**src/rtl/cflog_pkg.sv**
```systemverilog
// Shared types and defaults for the CFLog writer; LOG_BASE/LOG_SIZE defaults
// must stay in step with cflow.
package cflog_pkg;

    typedef enum logic [1:0] {
        ST_IDLE       = 2'd0,
        ST_WR_SRC     = 2'd1,
        ST_WR_DEST    = 2'd2,
        ST_FLUSH_DONE = 2'd3
    } cflog_state_e;

    localparam int unsigned ENTRY_W        = 48;
    localparam logic [15:0] CFLOG_BASE_DEF = 16'h0400;
    localparam logic [15:0] CFLOG_SIZE_DEF = 16'h0080;

    typedef struct packed {
        logic [15:0] ptr;
        logic [15:0] src;
        logic [15:0] dest;
    } cflog_entry_t;

    // Byte address of a 16-bit CFLog word; wraps modulo 2^16.
    function automatic logic [15:0] slot_addr(input logic [15:0] base,
                                              input logic [15:0] idx);
        return base + {idx[14:0], 1'b0};
    endfunction

endpackage

```
**src/rtl/cflog_fifo.sv**
```systemverilog
// Synchronous FIFO holding pending CFLog entries; a push while full is taken
// when a pop happens in the same cycle.
module cflog_fifo #(
    parameter int unsigned WIDTH = 48,
    parameter int unsigned DEPTH = 4
) (
    input  logic                     clk,
    input  logic                     puc_n,
    input  logic                     push,
    input  logic                     pop,
    input  logic [WIDTH-1:0]         wdata,
    output logic                     full,
    output logic                     empty,
    output logic [$clog2(DEPTH):0]   count,
    output logic [WIDTH-1:0]         head
);

    localparam int unsigned AW = $clog2(DEPTH);

    logic [WIDTH-1:0] mem [DEPTH];
    logic [AW-1:0]    wr_ptr;
    logic [AW-1:0]    rd_ptr;
    logic             do_push;
    logic             do_pop;

    assign empty   = (count == '0);
    assign full    = (count == (AW+1)'(DEPTH));
    assign do_pop  = pop && !empty;
    assign do_push = push && (!full || do_pop);
    assign head    = mem[rd_ptr];

    always_ff @(posedge clk or negedge puc_n) begin
        if (!puc_n) begin
            wr_ptr <= '0;
            rd_ptr <= '0;
            count  <= '0;
        end else begin
            if (do_push) wr_ptr <= wr_ptr + 1'b1;
            if (do_pop)  rd_ptr <= rd_ptr + 1'b1;
            case ({do_push, do_pop})
                2'b10:   count <= count + 1'b1;
                2'b01:   count <= count - 1'b1;
                default: ;
            endcase
        end
    end

    always_ff @(posedge clk) begin
        if (do_push) mem[wr_ptr] <= wdata;
    end

endmodule

```
**src/rtl/cflog_writer.sv**
```systemverilog
// Buffers cflow log events and drains them as src/dest word writes into the
// CFLog region, with stall tolerance and a flush-complete handshake.
module cflog_writer
    import cflog_pkg::*;
#(
    parameter logic [15:0] LOG_SIZE   = CFLOG_SIZE_DEF,
    parameter logic [15:0] LOG_BASE   = CFLOG_BASE_DEF,
    parameter int unsigned FIFO_DEPTH = 4
) (
    input  logic        clk,
    input  logic        puc_n,
    input  logic        hw_wen,
    input  logic [15:0] log_ptr,
    input  logic [15:0] src,
    input  logic [15:0] dest,
    input  logic        flush,
    input  logic        mem_ready,
    output logic        mem_wr,
    output logic [15:0] mem_addr,
    output logic [15:0] mem_wdata,
    output logic        busy,
    output logic        flush_done,
    output logic        overflow,
    output logic        bound_err
);

    localparam int unsigned CW = $clog2(FIFO_DEPTH) + 1;

    cflog_state_e       state;
    cflog_entry_t       push_e;
    cflog_entry_t       head_e;
    logic [ENTRY_W-1:0] head_raw;
    logic [CW-1:0]      fifo_count;
    logic               fifo_full;
    logic               fifo_empty;
    logic               bound_bad;
    logic               pop;
    logic               push_ok;
    logic               more_after_pop;
    logic               flush_q;
    logic               flush_pend;

    assign push_e         = '{ptr: log_ptr, src: src, dest: dest};
    assign head_e         = cflog_entry_t'(head_raw);
    assign bound_bad      = log_ptr > (LOG_SIZE - 16'd2);
    assign pop            = (state == ST_WR_DEST) && mem_ready;
    assign push_ok        = hw_wen && !bound_bad && (!fifo_full || pop);
    assign more_after_pop = (fifo_count > CW'(1)) || push_ok;
    assign busy           = !fifo_empty || (state == ST_WR_SRC) || (state == ST_WR_DEST);

    cflog_fifo #(
        .WIDTH (ENTRY_W),
        .DEPTH (FIFO_DEPTH)
    ) u_fifo (
        .clk   (clk),
        .puc_n (puc_n),
        .push  (push_ok),
        .pop   (pop),
        .wdata (push_e),
        .full  (fifo_full),
        .empty (fifo_empty),
        .count (fifo_count),
        .head  (head_raw)
    );

    // Address/data come straight from the FIFO head, which cannot move until
    // the dest word is accepted, so they hold stable across stalls.
    always_comb begin
        mem_addr  = '0;
        mem_wdata = '0;
        case (state)
            ST_WR_SRC: begin
                mem_addr  = slot_addr(LOG_BASE, head_e.ptr);
                mem_wdata = head_e.src;
            end
            ST_WR_DEST: begin
                mem_addr  = slot_addr(LOG_BASE, head_e.ptr + 16'd1);
                mem_wdata = head_e.dest;
            end
            default: ;
        endcase
    end

    always_ff @(posedge clk or negedge puc_n) begin
        if (!puc_n) begin
            state      <= ST_IDLE;
            mem_wr     <= 1'b0;
            flush_done <= 1'b0;
            flush_q    <= 1'b0;
            flush_pend <= 1'b0;
            overflow   <= 1'b0;
            bound_err  <= 1'b0;
        end else begin
            flush_q    <= flush;
            flush_done <= 1'b0;
            if (flush && !flush_q) flush_pend <= 1'b1;

            if (hw_wen && bound_bad)
                bound_err <= 1'b1;
            else if (hw_wen && fifo_full && !pop)
                overflow <= 1'b1;

            case (state)
                ST_IDLE: begin
                    if (!fifo_empty) begin
                        state  <= ST_WR_SRC;
                        mem_wr <= 1'b1;
                    end else if (flush_pend) begin
                        state      <= ST_FLUSH_DONE;
                        flush_done <= 1'b1;
                        flush_pend <= 1'b0;
                    end
                end
                ST_WR_SRC: begin
                    if (mem_ready) state <= ST_WR_DEST;
                end
                ST_WR_DEST: begin
                    if (mem_ready) begin
                        if (more_after_pop) begin
                            state <= ST_WR_SRC;
                        end else if (flush_pend) begin
                            state      <= ST_FLUSH_DONE;
                            mem_wr     <= 1'b0;
                            flush_done <= 1'b1;
                            flush_pend <= 1'b0;
                        end else begin
                            state  <= ST_IDLE;
                            mem_wr <= 1'b0;
                        end
                    end
                end
                default: state <= ST_IDLE;
            endcase
        end
    end

endmodule

```
**config.mk**
```make
export PLATFORM = sky130hd
export DESIGN_NAME = cflog_writer
export DESIGN_NICKNAME = d
export VERILOG_FILES = /design/src/rtl/cflog_pkg.sv /design/src/rtl/cflog_fifo.sv /design/src/rtl/cflog_writer.sv
export SDC_FILE = /design/constraint.sdc
export NUM_CORES = 1
export LEC_CHECK = 0
export CORE_MARGIN = 4
export CORE_UTILIZATION = 25
export CTS_CLUSTER_SIZE = 25
export DETAILED_ROUTE_END_ITERATION = 16
export GPL_ROUTABILITY_DRIVEN = 1
export PLACE_DENSITY = 0.41
export SETUP_SLACK_MARGIN = 0.15
export SYNTH_ARGS = -nofsm -noshare
export SYNTH_HDL_FRONTEND = slang
export SYNTH_HIERARCHICAL = 1
export SYNTH_SLANG_ARGS = --single-unit
```
**constraint.sdc**
```tcl
create_clock -name clk -period 6.11 [get_ports clk]
set_input_delay 0.9165 -clock clk [delete_from_list [all_inputs] [get_ports clk]]
set_output_delay 0.9165 -clock clk [all_outputs]
set_load 0.01 [all_outputs]
```
==> results of run 1 <==
flip-flops by register name, summed over array words and instances (netlist names):
name,cells
u_fifo/wr_ptr,2
mem_wr,1
flush_q,1
u_fifo/rd_ptr,2
u_fifo/count,3
bound_err,1
state,2
overflow,1
flush_done,1
u_fifo/mem,188
flush_pend,1
worst paths after layout:
path,cells after the start,slack [ps],from,end
min in group asynchronous,1,850,puc_n,flush_done
min reg2reg,1,470,bound_err,bound_err
min,1,470,bound_err,bound_err
max,9,1110,u_fifo/rd_ptr[1],mem_addr[14]
max reg2reg,9,1870,state[0],u_fifo/mem[1][0]
max in group asynchronous,1,4700,puc_n,u_fifo/rd_ptr[0]
final cells by class:
type                            count  area, um2  area share
Clock inverter                      9       96.3     0.00891
Clock buffer                       35        683      0.0632
Sequential cell                   203       6030       0.557
Inverter                            9       33.8     0.00312
Tap cell                          448        561      0.0518
Multi-Input combinational cell    236       2430       0.224
Timing Repair Buffer              102        986      0.0912
cells in the final DEF, fill, tap and decap left out, types with 9 or more instances in the layout:
cell type / instances
sky130_fd_sc_hd__edfxtp_1: 188
sky130_fd_sc_hd__clkdlybuf4s50_1: 88
sky130_fd_sc_hd__mux4_2: 47
sky130_fd_sc_hd__a22oi_1: 25
sky130_fd_sc_hd__nor2b_1: 25
sky130_fd_sc_hd__clkbuf_16: 25
sky130_fd_sc_hd__nand2_1: 16
sky130_fd_sc_hd__buf_4: 14
sky130_fd_sc_hd__dfrtp_1: 13
sky130_fd_sc_hd__xnor2_1: 11
sky130_fd_sc_hd__o21ai_0: 10
sky130_fd_sc_hd__ha_1: 10
sky130_fd_sc_hd__inv_1: 9
per-stage QoR:
stage / setup slack [ps] / power (W) / utilization
3_3_place_gp: 1460 / 0.00321 / 0.297
5_1_grt: 773 / 0.00481 / 0.320
6_report: 1110 / 0.00453 / 0.320
2_1_floorplan: 2470 / 0.00265 / -
4_1_cts: 1020 / 0.00463 / 0.320
3_5_place_dp: 1260 / 0.00321 / 0.297
per-layer routing:
layer	share of wire	GRT usage
met1	0.46	0.145
met2	0.47	0.174
met3	0.051	0.0262
met4	0.018	0.0254
met5	0.0017	0
report_power, final:
part	switching (W)	internal [W]	leakage [nW]
Sequential	0.000151	0.00155	1.86
Clock	0.000533	0.000857	0.373
Combinational	0.000690	0.000746	1.17
Total	0.00137	0.00316	3.40
critical path: stages, from the launching register on:
cell	delay, ps
sky130_fd_sc_hd__dfrtp_2	910
sky130_fd_sc_hd__mux4_2	430
sky130_fd_sc_hd__and4_1	460
sky130_fd_sc_hd__nand3_1	140
sky130_fd_sc_hd__xnor2_1	260
sky130_fd_sc_hd__ha_1	200
sky130_fd_sc_hd__inv_1	80
sky130_fd_sc_hd__o311a_1	350
sky130_fd_sc_hd__nor3_1	140
sky130_fd_sc_hd__clkdlybuf4s50_1	580
==> key figures, run 1 <==
Status
  – Result of the run: complete, no violations

Clock tree
  – Maximum buffer depth of the clock tree: 3
  – Clock-pin slew on the worst setup and hold paths: 60 ps
  – # hold bufs at CTS: 0
  – Post-CTS setup buffer count: 0
  – Root buf cell: sky130_fd_sc_hd__clkbuf_16
  – Clock buffer count from CTS: 24
  – PostCTS Resize Cnt: 0
  – Htree depth: 1
  – CTS tree: built
  – Number of sinks handled by clock tree synthesis: 203
  – Source-to-sink clock delay at the later pin of the worst-skew pair: 500 ps

Flow run
  – Max cap viols: 0

Power
  – Static Leak: 3.40 nW
  – Max rail drop VDD: 220 uV
  – Power per Cell Area: 419 mW/mm2

Detailed routing
  – Number of routed nets with antenna violations: 0
  – Vias: 4666
  – Average wire per standard cell: 19.5 um
  – First DRT Iteration DRCs: 206
  – Post-route DRC: 0
  – First-pass iteration count of the detailed router: 4
  – Detailed-route vias per instance: 4.48
  – Wire length reported by the detailed router: 20400 um

Setup path
  – CP Data Arrival Time: 4090 ps
  – Critical path peak fanout: 29
  – Startpoint class of the critical path: flop
  – Endpoint class of the critical path: output port
  – Critical Path RT: 5190 ps
  – Critical path type: flop to output port

Synth
  – Synthesized cell area: 0.00862 mm2
  – Synthesized netlist cell count: 475
  – Net count after synthesis: 539
  – Number of warnings reported in the yosys synthesis log: 6
  – Synthesized area per cell: 18.1 um2

STA
  – Max-Slew Margin vs Limit: 0.358
  – Slew at the pin closest to its max-slew limit: 956 ps
  – Maximum frequency from static timing analysis: 0.200 GHz
  – Pins over their slew limit: 0
  – Worst slack on hold paths: 471 ps
  – Portion of the clock cycle consumed by the worst path in the final layout: 0.819
  – Final total negative setup slack: 0 ps
  – Count of endpoints failing setup in the final report: 0
  – Final Hold Viols: 0
  – RSZ-0062 raised after global routing: no
  – Minimum period implied by the final worst setup slack: 5000 ps
  – Maximum clock skew at final layout: 7.88 ps

Placed design
  – Port bufs: 88
  – Total cell area at the placement stage: 0.0100 mm2
  – Post-detail-place hpwl: 13200 um
  – Placed cell count: 998
  – Placer's final routability congestion estimate: 0.731

Cells and area
  – Area overhead of the layout relative to synthesis: 25.5%
  – Non-Filler Instances: 1042
  – Number of nets in the layout: 640
  – Ratio of cells with drive above 1 in the final layout: 0.190
  – Antenna Diode Count: 0
  – Fill count: 3282
  – Design area: 0.0108 mm2

GRT
  – Vias in the first global route: 5010
  – GRT Resource Usage Total: 0.107
  – Global route total overflow: 0
  – Global-route wire length before repair: 31400 um
  – Number of antenna violations at the first check in global routing: 2
  – Largest net degree at the start of global routing: 31

Floorplanning
  – Vertical die dimension: 194 um
  – Initial cell density of the core: 0.255
  – Standard-cell rows: 67
  – Die area: 0.0375 mm2
  – Ports placed on the boundary: 90
  – Width of the die: 194 um
  – Std-Cell Core Area: 0.0338 mm2

Hold path
  – HP Class: flop to flop
(Power assumes the default switching activity.)
==> inputs of run 2 (changes only) <==
==> constraint.sdc (replaced) <==
create_clock -name clk -period 5 [get_ports clk]
set_input_delay 0.75 -clock clk [delete_from_list [all_inputs] [get_ports clk]]
set_output_delay 0.75 -clock clk [all_outputs]
set_load 0.01 [all_outputs]
==> run 2 against run 1 <==
  * Clock power rose by 39%
  * First-iteration DRC count rose by 14%
  * Power rose by 28%
  * Combinational power is 28% higher
  * Routed wire length grew 1.4%
  * Die area is the same
  * Clock skew is 6.4 ps higher
  * Critical endpoint unchanged
==> key figures, run 2 (synthesized netlist as in run 1, its figures left out) <==
GRT
  – Largest net degree at the start of global routing: 33 (+6.5%)
  – Vias in the first global route: 5084 (+1.5%)
  – Global routing met1 resource utilization: 0.142 (-0.00370)
  – Global-route wire length before repair: 31400 um (about the same)
  – GRT Resource Usage Total: 0.108 (+0.000677)
  – Global routing met3 resource utilization: 0.0285 (+0.00226)
  – Global route total overflow: 0 (unchanged)
  – Routing usage on met2: 0.181 (+0.00611)
  – Highest-utilization routing layer at the global route stage: met2
  – Number of antenna violations at the first check in global routing: 4 (+2)

Power
  – Max rail drop VDD: 233 uV (+6.0%)
  – Internal: 0.00405 W (+28%)
  – Sw frac: 0.302 (-0.00189)
  – Combinational group share of total power: 0.318 (about the same)
  – Static Leak: 3.47 nW (+2.0%)
  – Clock network fraction of design power: 0.333 (+0.026)
  – Net load switching power: 0.00175 W (+27%)
  – Power per Cell Area: 529 mW/mm2 (+26%)
  – Share of power burned in registers: 0.348 (-0.028)

STA
  – Count of endpoints failing setup in the final report: 0 (unchanged)
  – RSZ-0062 raised after global routing: no
  – Final total negative setup slack: 0 ps (unchanged)
  – Max-Slew Margin vs Limit: 0.521 (+0.163)
  – Pins over their slew limit: 0 (unchanged)
  – Maximum frequency from static timing analysis: 0.220 GHz
  – Final Hold Viols: 0 (unchanged)
  – Maximum clock skew at final layout: 14.2 ps (+6.36 ps)
  – Portion of the clock cycle consumed by the worst path in the final layout: 0.910
  – Minimum period implied by the final worst setup slack: 4550 ps
  – Final worst-path setup slack: 452 ps (-656 ps)
  – Slew at the pin closest to its max-slew limit: 719 ps (-237 ps)

Detailed routing
  – First-pass iteration count of the detailed router: 5 (+1)
  – Vias: 4638 (-0.60%)
  – First DRT Iteration DRCs: 235 (+14%)
  – Number of routed nets with antenna violations: 0 (unchanged)
  – Wire length reported by the detailed router: 20600 um (+1.4%)
  – Post-route DRC: 0 (unchanged)
  – Detailed-route vias per instance: 4.45 (-0.60%)
  – Average wire per standard cell: 19.8 um (+1.4%)

Cells and area
  – Registers with the highest flip-flop counts: u_fifo/mem: 188 flops, u_fifo/count: 3 flops
  – Area overhead of the layout relative to synthesis: 27.2%
  – Design area: 0.0110 mm2 (+1.4%)
  – Ratio of cells with drive above 1 in the final layout: 0.202 (+0.0118)
  – Storage element area: 0.00603 mm2 (unchanged)
  – Largest reg by FF count: u_fifo/mem
  – Antenna Diode Count: 0 (unchanged)
  – Most frequent standard cell in the layout excluding fill and tap cells: sky130_fd_sc_hd__edfxtp_1
  – Area of the multi-input gates: 0.00243 mm2 (unchanged)
  – Max FFs per register: 188 (unchanged)
  – Commonest cells after routing, fill and taps aside: sky130_fd_sc_hd__edfxtp_1 (188), sky130_fd_sc_hd__clkdlybuf4s50_1 (88), sky130_fd_sc_hd__mux4_2 (47)
  – Number of nets in the layout: 641 (+0.16%)
  – Fill count: 3257 (-0.76%)

Clock tree
  – Maximum buffer depth of the clock tree: 3 (unchanged)
  – PostCTS Resize Cnt: 0 (unchanged)
  – Post-CTS setup buffer count: 0 (unchanged)
  – CTS tree: built
  – Root buf cell: sky130_fd_sc_hd__clkbuf_16
  – Source-to-sink clock delay at the later pin of the worst-skew pair: 530 ps (+30 ps)
  – Number of sinks handled by clock tree synthesis: 203 (unchanged)
  – Clock buffer count from CTS: 25 (+4.2%)
  – Clock-pin slew on the worst setup and hold paths: 60 ps (about the same)
  – Htree depth: 1 (unchanged)
  – # hold bufs at CTS: 0 (unchanged)

Setup path
  – CP Cell Sequence: mux4_2 > and4_1 > nand3_1 > xnor2_1 > ha_1 > inv_1 > o311a_1 > nor3_1 > clkdlybuf4s50_1
  – Critical path type: flop to output port
  – Startpoint class of the critical path: flop
  – Maximum cell stage delay along the critical path: 630 ps (-280 ps)
  – Buf/Inv on CP: 2 (unchanged)
  – Critical Path RT: 4250 ps (-940 ps)
  – Critical-path top delay cell: sky130_fd_sc_hd__dfrtp_4
  – Endpoint class of the critical path: output port
  – Critical path peak fanout: 17 (-41%)
  – CP top delay family: simple AND/OR/NAND/NOR gates
  – CP Data Arrival Time: 3800 ps (-290 ps)

Placed design
  – Post-detail-place hpwl: 13000 um (-1.7%)
  – Pre-CTS setup slack: 978 ps (-281 ps)
  – Total cell area at the placement stage: 0.0101 mm2 (+0.37%)
  – Placer's final routability congestion estimate: 0.727 (-0.63%)
  – Port bufs: 88 (unchanged)

Floorplanning
  – Initial cell density of the core: 0.255 (unchanged)
  – Ports placed on the boundary: 90 (unchanged)
  – Width of the die: 194 um (unchanged)
  – Standard-cell rows: 67 (unchanged)
  – Die area: 0.0375 mm2 (unchanged)
  – Vertical die dimension: 194 um (unchanged)
  – Std-Cell Core Area: 0.0338 mm2 (unchanged)

Flow run
  – Max cap viols: 0 (unchanged)

Hold path
  – HP Class: flop to flop

Status
  – Result of the run: complete, no violations
-- run 2: worst reg2reg max path, stage by stage, from the launching register on --
cell                      delay, ps
sky130_fd_sc_hd__dfrtp_1        420
sky130_fd_sc_hd__inv_1          100
sky130_fd_sc_hd__ha_1           230
sky130_fd_sc_hd__buf_4          460
sky130_fd_sc_hd__nand2_1        210
sky130_fd_sc_hd__nand2_1        140
sky130_fd_sc_hd__nand2_1         70
sky130_fd_sc_hd__nor3_1         140
sky130_fd_sc_hd__buf_4          190
sky130_fd_sc_hd__nor2b_2        250
sky130_fd_sc_hd__and2_2         530
sky130_fd_sc_hd__buf_12         320
-- run 2: worst paths after layout --
path	startpoint	end	slack, ps	cells past startpoint
setup reg to reg	state[0]	u_fifo/mem[1][23]	1620	11
hold / removal	bound_err	bound_err	480	1
setup / recovery	u_fifo/rd_ptr[0]	mem_addr[14]	450	9
hold reg to reg	bound_err	bound_err	480	1
min in group asynchronous	puc_n	state[0]	650	1
max in group asynchronous	puc_n	u_fifo/rd_ptr[0]	3830	1
-- run 2: area by class of cell --
| cell class | count | area share |
|---|---|---|
| clock inverter | 17 | 0.0237 |
| multi-input combinational | 236 | 0.221 |
| clock buffer | 27 | 0.0577 |
| inverter | 9 | 0.00308 |
| tap | 448 | 0.0511 |
| timing repair buffer | 102 | 0.0934 |
| sequential | 203 | 0.550 |
-- run 2: power by group through the flow --
stage / registers, W / logic (W) / clock network [W]
2_1_floorplan: 0.00197 / 0.00126 / 0
3_3_place_gp: 0.00206 / 0.00189 / 0
3_5_place_dp: 0.00206 / 0.00189 / 0
4_1_cts: 0.00202 / 0.00190 / 0.00199
5_1_grt: 0.00204 / 0.00203 / 0.00206
6_report: 0.00202 / 0.00185 / 0.00193
-- run 2: layer usage --
layer  wire length [um]  share of wire
met5                 55         0.0027
met4                413          0.020
met3               1050          0.051
met2              10000           0.48
met1               9130           0.44
-- run 2: through the flow --
| stage | hold slack, ps | std cells | power, W | utilization |
|---|---|---|---|---|
| 6_report | 476 | 1042 | 0.00580 | 0.325 |
| 5_1_grt | 502 | 1042 | 0.00613 | 0.325 |
| 4_1_cts | 479 | 1042 | 0.00592 | 0.325 |
| 3_5_place_dp | 464 | 998 | 0.00395 | 0.298 |
| 3_3_place_gp | 452 | 998 | 0.00395 | 0.298 |
| 2_1_floorplan | 454 | 475 | 0.00323 | - |
